## src/rtl/truth_table_scanner_if.sv

```systemverilog
// Bundles the start/result handshake and the stimulus/response pair between
// the scanner (master) and whoever requests scans and hosts the block (slave).
interface truth_table_scanner_if #(
    parameter int N_VARS = 3
);
    logic                     start;
    logic                     s_in;
    logic [N_VARS-1:0]        sel;
    logic                     busy;
    logic                     done;
    logic [(2**N_VARS)-1:0]   table_q;
    logic                     match;
    logic [N_VARS:0]          mismatch_count;
    logic [N_VARS-1:0]        first_mismatch;

    modport master (
        input  start, s_in,
        output sel, busy, done, table_q, match, mismatch_count, first_mismatch
    );

    modport slave (
        output start, s_in,
        input  sel, busy, done, table_q, match, mismatch_count, first_mismatch
    );
endinterface

```

## src/rtl/truth_table_scanner.sv

```systemverilog
// Walks every input combination of an N-input combinational block, captures its
// truth table and grades it against an expected minterm mask.
module truth_table_scanner #(
    parameter int                        N_VARS   = 3,
    parameter int                        SETTLE   = 1,
    parameter logic [(2**N_VARS)-1:0]    EXPECTED = 8'hE4
) (
    input  logic                  clk,
    input  logic                  reset,
    truth_table_scanner_if.master bus
);
    localparam int                WIDTH       = 2**N_VARS;
    localparam logic [3:0]        SETTLE_LAST = 4'(SETTLE - 1);
    localparam logic [N_VARS-1:0] IDX_LAST    = {N_VARS{1'b1}};
    localparam logic [N_VARS-1:0] IDX_ONE     = {{(N_VARS-1){1'b0}}, 1'b1};

    typedef enum logic [1:0] {
        IDLE,
        DRIVE,
        SAMPLE,
        DONE
    } state_t;

    state_t              state, state_next;
    logic [N_VARS-1:0]   idx, idx_next;
    logic [3:0]          settle_cnt, cnt_next;
    logic [WIDTH-1:0]    table_q, table_next;
    logic                clear_results, load_results;
    logic                match_q;
    logic [N_VARS:0]     mismatch_count_q, count_calc;
    logic [N_VARS-1:0]   first_mismatch_q, first_calc;
    logic [WIDTH-1:0]    diff;

    always_comb begin
        state_next    = state;
        idx_next      = idx;
        cnt_next      = settle_cnt;
        table_next    = table_q;
        clear_results = 1'b0;
        load_results  = 1'b0;
        case (state)
            IDLE: begin
                if (bus.start) begin
                    table_next    = '0;
                    clear_results = 1'b1;
                    idx_next      = '0;
                    cnt_next      = '0;
                    state_next    = DRIVE;
                end
            end
            DRIVE: begin
                if (settle_cnt == SETTLE_LAST) begin
                    cnt_next   = '0;
                    state_next = SAMPLE;
                end else begin
                    cnt_next = settle_cnt + 4'd1;
                end
            end
            SAMPLE: begin
                table_next[idx] = bus.s_in;
                if (idx == IDX_LAST) begin
                    load_results = 1'b1;
                    state_next   = DONE;
                end else begin
                    idx_next   = idx + IDX_ONE;
                    state_next = DRIVE;
                end
            end
            DONE: begin
                state_next = IDLE;
            end
            default: begin
                state_next = IDLE;
            end
        endcase
    end

    // Grading looks at the table as it will be after this edge, so the
    // verdict lands in the same cycle the DONE state is entered.
    always_comb begin
        diff       = table_next ^ EXPECTED;
        count_calc = '0;
        first_calc = '0;
        for (int i = WIDTH - 1; i >= 0; i--) begin
            if (diff[i]) first_calc = i[N_VARS-1:0];
            count_calc = count_calc + {{N_VARS{1'b0}}, diff[i]};
        end
    end

    always_ff @(posedge clk) begin
        if (reset) begin
            state            <= IDLE;
            idx              <= '0;
            settle_cnt       <= '0;
            table_q          <= '0;
            match_q          <= 1'b0;
            mismatch_count_q <= '0;
            first_mismatch_q <= '0;
        end else begin
            state      <= state_next;
            idx        <= idx_next;
            settle_cnt <= cnt_next;
            table_q    <= table_next;
            if (clear_results) begin
                match_q          <= 1'b0;
                mismatch_count_q <= '0;
                first_mismatch_q <= '0;
            end else if (load_results) begin
                match_q          <= (table_next == EXPECTED);
                mismatch_count_q <= count_calc;
                first_mismatch_q <= first_calc;
            end
        end
    end

    // sel is simply the scan index, which holds its last value while idle.
    assign bus.sel            = idx;
    assign bus.busy           = (state != IDLE);
    assign bus.done           = (state == DONE);
    assign bus.table_q        = table_q;
    assign bus.match          = match_q;
    assign bus.mismatch_count = mismatch_count_q;
    assign bus.first_mismatch = first_mismatch_q;
endmodule

```

## src/flat_wrapper.sv

```systemverilog
// flat-port wrapper written by rule: the top's interface ports become plain ports
module truth_table_scanner_flat 
#(
    parameter int                        N_VARS   = 3,
    parameter int                        SETTLE   = 1,
    parameter logic [(2**N_VARS)-1:0]    EXPECTED = 8'hE4
)
  (clk, reset, bus_start, bus_s_in, bus_sel, bus_busy, bus_done, bus_table_q, bus_match, bus_mismatch_count, bus_first_mismatch);
  truth_table_scanner_if #(.N_VARS(N_VARS)) bus_i ();
  input  logic clk;
  input  logic reset;
  input wire logic [$bits(bus_i.start)-1:0] bus_start;
  input wire logic [$bits(bus_i.s_in)-1:0] bus_s_in;
  output wire logic [$bits(bus_i.sel)-1:0] bus_sel;
  output wire logic [$bits(bus_i.busy)-1:0] bus_busy;
  output wire logic [$bits(bus_i.done)-1:0] bus_done;
  output wire logic [$bits(bus_i.table_q)-1:0] bus_table_q;
  output wire logic [$bits(bus_i.match)-1:0] bus_match;
  output wire logic [$bits(bus_i.mismatch_count)-1:0] bus_mismatch_count;
  output wire logic [$bits(bus_i.first_mismatch)-1:0] bus_first_mismatch;
  assign bus_i.start = bus_start;
  assign bus_i.s_in = bus_s_in;
  assign bus_sel = bus_i.sel;
  assign bus_busy = bus_i.busy;
  assign bus_done = bus_i.done;
  assign bus_table_q = bus_i.table_q;
  assign bus_match = bus_i.match;
  assign bus_mismatch_count = bus_i.mismatch_count;
  assign bus_first_mismatch = bus_i.first_mismatch;
  truth_table_scanner #(.N_VARS(N_VARS), .SETTLE(SETTLE), .EXPECTED(EXPECTED)) u_core (.clk(clk), .reset(reset), .bus(bus_i));
endmodule
```

## config.mk

```make
export PLATFORM = sky130hd
export DESIGN_NAME = truth_table_scanner_flat
export DESIGN_NICKNAME = d
export VERILOG_FILES = /design/src/rtl/truth_table_scanner_if.sv /design/src/rtl/truth_table_scanner.sv /design/src/flat_wrapper.sv
export SDC_FILE = /design/constraint.sdc
export NUM_CORES = 1
export LEC_CHECK = 0
export ABC_AREA = 1
export BUFFER_PORTS_ARGS = -buffer_cell sky130_fd_sc_hd__buf_2
export CAP_MARGIN = 20
export CORE_UTILIZATION = 50
export DETAILED_ROUTE_END_ITERATION = 10
export PLACE_DENSITY = 0.84
export SLEW_MARGIN = 20
export SYNTH_ARGS = -nofsm -noshare
export SYNTH_HDL_FRONTEND = slang
export SYNTH_SLANG_ARGS = --single-unit
```

## constraint.sdc

```tcl
create_clock -name clk -period 3.87 [get_ports clk]
set_input_delay 0 -clock clk [delete_from_list [all_inputs] [get_ports clk]]
set_output_delay 0 -clock clk [all_outputs]
set_load 0.02 [all_outputs]
```

# After elaboration in Yosys (flattened, before gate mapping)
# Cells that the tools add are included.
# op_classes
n_addsub	9
order_cmp	2
n_eq_ne	8
muxes	27
bitwise_logic	1
n_reduce_logical	10
# op_table
operator	n
2-to-1 mux 3 bit	10
adder 4 x 1 -> 4 bit	6
one-hot mux 8 bit (2 select lines)	1
bitwise mux 8 bit	1
equality test 8 bit (second input constant)	1
2-to-1 mux 4 bit	2
2-to-1 mux 8 bit	1
one-hot mux 2 bit (4 select lines)	1
one-hot mux 4 bit (2 select lines)	1
2-to-1 mux 2 bit	3
one-hot mux 3 bit (2 select lines)	1
nonzero test 2 bit	3
2-to-1 mux 1 bit	5
adder 4 x 1 -> 4 bit (second input constant)	1
equality test 2 bit (second input constant)	2
zero test 4 bit	1
< comparator 3 x 4 -> 1 bit (second input constant)	1
!= test 2 bit (second input constant)	2
NOT 4 bit	1
AND reduction 2 bit	2
adder 3 x 1 -> 3 bit (second input constant)	1
demux 1 bit (select 3 bit)	1
equality test 3 bit (second input constant)	1
greater-or-equal comparator 3 x 1 -> 1 bit (second input constant)	1
7 further kinds	7
# word_totals
reg_bits	25
input_bits	4
out_inout_bits	21
elab_cells	64

# Logic depth before layout (Yosys ltp)
# logic_depth
ltp_word	15
depth_mapped	16
depth_no_buf	16

# Worst setup path before layout
# Ideal clock, no wire load.
# synth_path
path_kind	register to register
startpoint	reg u_core.idx[0], in the netlist u_core.bus.sel[0]
endpoint	reg u_core.mismatch_count_q[2], in the netlist u_core.bus.mismatch_count[2]
setup_time_ns	0.070
arrival_ns	3.561
required_time_ns	3.800
slack_ns	0.240
path_stages_with_launch	16
n_path_buf	0
period_less_slack_ns	3.630
path_cell_list	dfxtp_1 -> inv_2 -> nor3_1 -> a21oi_1 -> o21ai_0 -> o21ai_0 -> inv_1 -> ha_1 -> fa_1 -> inv_1 -> fa_1 -> fa_1 -> fa_1 -> xnor2_1 -> nand2_1 -> a21oi_1
# synth_via
elab_chain_len	14
word_cells_on_any_way	18
classes_between	add/sub: 7; order compare: 2; eq/ne: 1; mux: 6; bitwise: 1; reduce/logical: 1
# synth_lines
element	line	text
start: declaration	truth_table_scanner.sv:25	logic [N_VARS-1:0] idx, idx_next;
start signal: assignment	truth_table_scanner.sv:101	idx <= idx_next;
< comparator 3 x 4 -> 1 bit (not written as such) or greater-or-equal comparator 3 x 1 -> 1 bit (tied branches)	truth_table_scanner.sv:60	table_next[idx] = bus.s_in;
logical AND 1 bit (not written as such)	truth_table_scanner.sv:60	
2-to-1 mux 1 bit (not written as such)	truth_table_scanner.sv:60	
demux 1 bit (select 3 bit) *	--	
bitwise mux 8 bit *	truth_table_scanner.sv:60	
one-hot mux 8 bit (2 select lines) *	truth_table_scanner.sv:41	case (state)
via u_core.table_next[7]	truth_table_scanner.sv:27	logic [WIDTH-1:0] table_q, table_next;
NOT 4 bit (no line) *	--	
adder 1 x 1 -> 2 bit *	truth_table_scanner.sv:86	count_calc = count_calc + {{N_VARS{1'b0}}, diff[i]};
adder 4 x 1 -> 4 bit * (6 in series)	truth_table_scanner.sv:86	
end signal: assignment	truth_table_scanner.sv:110	mismatch_count_q <= count_calc;
end: declaration	truth_table_scanner.sv:30	logic [N_VARS:0] mismatch_count_q, count_calc;
# The timed path passes the listed nets; every way through them passes the cells marked *.
# A chain may end at the register's enable or synchronous reset.

# Worst setup path in the final report
# layout_path
startpoint	reg u_core.state[1]
endpoint	reg u_core.mismatch_count_q[2], in the netlist u_core.bus.mismatch_count[2]
# layout_via
elab_chain_len	10
word_cells_on_any_way	14
classes_between	add/sub: 7; eq/ne: 1; mux: 3; bitwise: 1; reduce/logical: 2
# layout_lines
element	line	text
start: declaration	truth_table_scanner.sv:24	state_t state, state_next;
start signal: assignment	truth_table_scanner.sv:100	state <= state_next;
equality test 2 bit or zero test 2 bit (tied branches)	truth_table_scanner.sv:41	
one-hot mux 8 bit (2 select lines) *	truth_table_scanner.sv:41	
via u_core.table_next[7]	truth_table_scanner.sv:27	
NOT 4 bit (no line) *	--	
adder 1 x 1 -> 2 bit *	truth_table_scanner.sv:86	
adder 4 x 1 -> 4 bit * (6 in series)	truth_table_scanner.sv:86	
# Marks and branches as above.

==> metrics.md <==
| Metric | Value |
|---|---|
| CP max stage delay | `about 0.5 ns` |
| Failing checks | `design-rule violations` |
| Area leader, netlist | `dfxtp_1` |
| All-layer global routing usage | `between 15 and 20%` |
| Fin nets | `about 240` |
| Gr ovfl total | `0` |
| Pleak | `between 0.8 and 0.9 nW` |
| Largest net degree at the start of global routing | `19` |
| Synth area leaders | `dfxtp_1 33%, nand2_1 10%, ha_1 8.3%, a21oi_1 6.7%, inv_1 6.0%` |
| Starting DRC count in detailed routing | `55` |
| DIE WIDTH | `approximately 57 um` |
| Setup Skew | `0.002132 ns` |
| Startpoint types | `register` |
| CTS Sinks | `25` |
| Post-place setup slack | `roughly 0.18 ns` |
| Routability cong. | `a little under 0.8` |
| Number of synthesis warnings | `0` |
| Root Buffer | `clkbuf_4` |
| Worst path most repeated cell | `fa_1` |
| Post-Syn Instances | `between 150 and 200` |
| Post-synth top area share | `33.33%` |
| Setup TNS | `0 ns` |
| 1st-pass router iterations | `7` |
| Routed len/inst | `between 10 and 15 um` |
| Critical Path AT | `between 3 and 4 ns` |
| Slowest cell on crit path | `dfxtp_1` |
| Post-synth top flop | `dfxtp_1` |
| # Post-CTS Setup Buffers | `0` |
| DR vias/cell | `5.113` |
| Chip height | `56.80 um` |
| Max VDD drop | `about 0.17 mV` |
| First-pass GRT wire length | `around 5000 um` |
| Post-synthesis cell type count | `30` |
| CTS Buf Count | `3` |
| Clk pin slew, worst setup/hold paths | `around 0.13 ns` |
| I/O pin count | `25` |
| Crit Path Max Fanout | `6` |
| TritonCTS clock tree | `built` |
| Post-detailed-route count of antenna-violating nets | `0` |
| Core box area | `around 0.0028 sq mm` |
| DIE AREA | `approximately 0.0032 sq mm` |
| Hold Vio Cnt, Final | `0` |
| Flops & latches, synth | `25` |
| Critical path's top delay family | `adder cells` |
| Least-Margin Pin Slew | `0.4729 ns` |
| Setup ws final | `between 0.2 and 0.25 ns` |
| Status | `complete, but fails checks` |
| DR vias | `between 1000 and 1500` |
| Number of buffers and inverters on the critical path | `2` |
| CP Cell Sequence | `nand2_4 > a21oi_1 > o21ai_0 > o21ai_1 > inv_1 > ha_1 > fa_1 > inv_1 > fa_1 > fa_1 > fa_1 > xnor2_1 > nand2_1 > a21oi_1` |
| Hpwl dp | `2193 um` |
| Sequential share of the synthesized area | `about a third` |
| Clock buffer depth | `2` |
| Final core occ | `60.17%` |
| Total Wirelength | `between 2000 and 3000 um` |
| Hold Worst Slack | `approximately 0.036 ns` |
| Final worst-path cycle share | `a little over nine tenths` |
| Port Buffer Count | `24` |
| Max frequency | `0.2757 GHz` |
| Final setup fails | `0` |
| Layout cells sized above 1 | `between 20% and 30%` |
| Critical path class | `register to register` |
| Max Cap Viol | `0` |
| Initial core utilization | `between 50% and 60%` |
| Cell area after synthesis | `approximately 0.0015 sq mm` |
| Worst-Skew Late Latency | `about 0.32 ns` |
| WP data required | `4.14 ns` |
| P per Cell Area | `~270 mW/mm^2` |
| H-tree depth | `1` |
| Fillers | `264` |
| Synth-to-layout area growth | `12.42%` |
| Antenna diode count | `0` |
| Max-slew headroom | `68.47%` |
| Syn nets | `between 200 and 250` |
| Hold WC Path Type | `primary input to register` |
| Most common cell in the netlist | `nand2_1` |
| Vias in the first global route | `1184` |
| Hold_buf cts | `0` |
| Row cnt | `19` |
| Top cell types by occurrence after synthesis | `41 x nand2_1, 25 x dfxtp_1, 24 x inv_1, 20 x a21oi_1, 20 x nor2_1` |
| Number of synthesized flops with an enable pin | `0` |
| CP Capture Type | `register` |
| Slew Limit Fails | `0` |
| Residual DRC | `4` |
| Minimum clock period | `between 3 and 4 ns` |
| Async SR Flop Fraction | `0%` |
| Mapped Avg Cell Area | `about 7.6 sq um` |
| Initial antenna violation count | `0` |
| RSZ-0062 raised after global routing | `no` |
==> where the power goes <==
| group | switching [mW] | total (mW) | internal, mW |
|---|---|---|---|
| Clock | 0.0796 | 0.120 | 0.0404 |
| Combinational | 0.0494 | 0.0729 | 0.0234 |
| Sequential | 0.00622 | 0.269 | 0.262 |
==> per-stage QoR <==
step                instance area (sq um)  power, mW  std cells
finish                               1688     0.4615        256
global route                         1688     0.4861        256
CTS                                  1687     0.4657        256
detailed placement                   1660     0.3469        252
global placement                     1660     0.3453        252
floorplan                            1501     0.3282        198
==> registers in the layout, summed over array words and instances (netlist names) <==
name / count
u_core.state: 2
u_core.settle_cnt: 4
u_core.bus.match: 1
u_core.bus.sel: 3
u_core.bus.table_q: 8
u_core.bus.first_mismatch: 3
u_core.bus.mismatch_count: 4
==> worst paths after layout <==
path,from,end,slack [ns],cells after the start
min,reset,u_core.bus.table_q[5],0.04,2
max reg2reg,u_core.state[1],u_core.bus.mismatch_count[2],0.24,14
min reg2reg,u_core.bus.first_mismatch[1],u_core.bus.first_mismatch[1],0.47,2
max,u_core.state[1],u_core.bus.mismatch_count[2],0.24,14
==> layout make-up <==
type | instances | area (sq um) | share of cell area, %
clock buffers | 4 | 26.28 | 1.557
inverters | 31 | 123.9 | 7.339
multi-input cells | 140 | 869.6 | 51.52
flip-flops and latches | 25 | 501.7 | 29.73
well taps | 31 | 38.79 | 2.298
repair buffers | 25 | 127.6 | 7.561
==> worst register-to-register path: cells and delay by family (launching register included) <==
kind / cells / cell delay [ns]
xor+xnor: 1 / 0.14
buf+inv: 2 / 0.17
flops: 1 / 0.50
fa+ha+maj: 5 / 2.02
compound gates: 4 / 0.52
simple gates: 2 / 0.23
==> per-layer routing <==
| layer | global-route usage (%) | routed length, um | part of all wire [%] |
|---|---|---|---|
| met5 | 0 | 0 | 0 |
| met4 | 11.15 | 59 | 2.1 |
| met3 | 3.456 | 96 | 3.4 |
| met2 | 32.65 | 1286 | 45 |
| met1 | 24.18 | 1401 | 49 |
==> cell usage in the layout, fill, tap and decap left out, types with 2 or more instances in the layout <==
cell | netlist | layout
and2_1 | 2 | 2
dfxtp_1 | 25 | 24
a21oi_1 | 20 | 20
nand2_4 | 2 | 2
fa_1 | 4 | 4
buf_2 | 0 | 24
inv_2 | 6 | 6
nor2_1 | 20 | 20
clkbuf_4 | 0 | 3
o21ai_1 | 3 | 4
nand2_1 | 41 | 41
o21ai_0 | 6 | 5
a211oi_1 | 4 | 4
nand3_1 | 9 | 9
nor3_1 | 2 | 2
o21a_1 | 2 | 2
inv_1 | 24 | 24
xnor2_1 | 2 | 2
ha_1 | 10 | 10
nand4_1 | 3 | 3
==> cell families (layout without fill, tap and decap cells) <==
kind of cell    count (synthesis)  after routing  share of synthesized area, %
compound gates                 39             39                         16.00
xor+xnor                        3              3                         1.750
fa+ha+maj                      14             14                         13.67
buf+inv                        33             60                         8.750
flops                          25             25                         33.33
simple gates                   84             84                         26.50
==> timing repair <==
action,in CTS,in global routing
setup endpoints to repair,0,2
hold endpoints to repair,0,0
gates resized for setup,0,2
(Power assumes the default switching activity.)
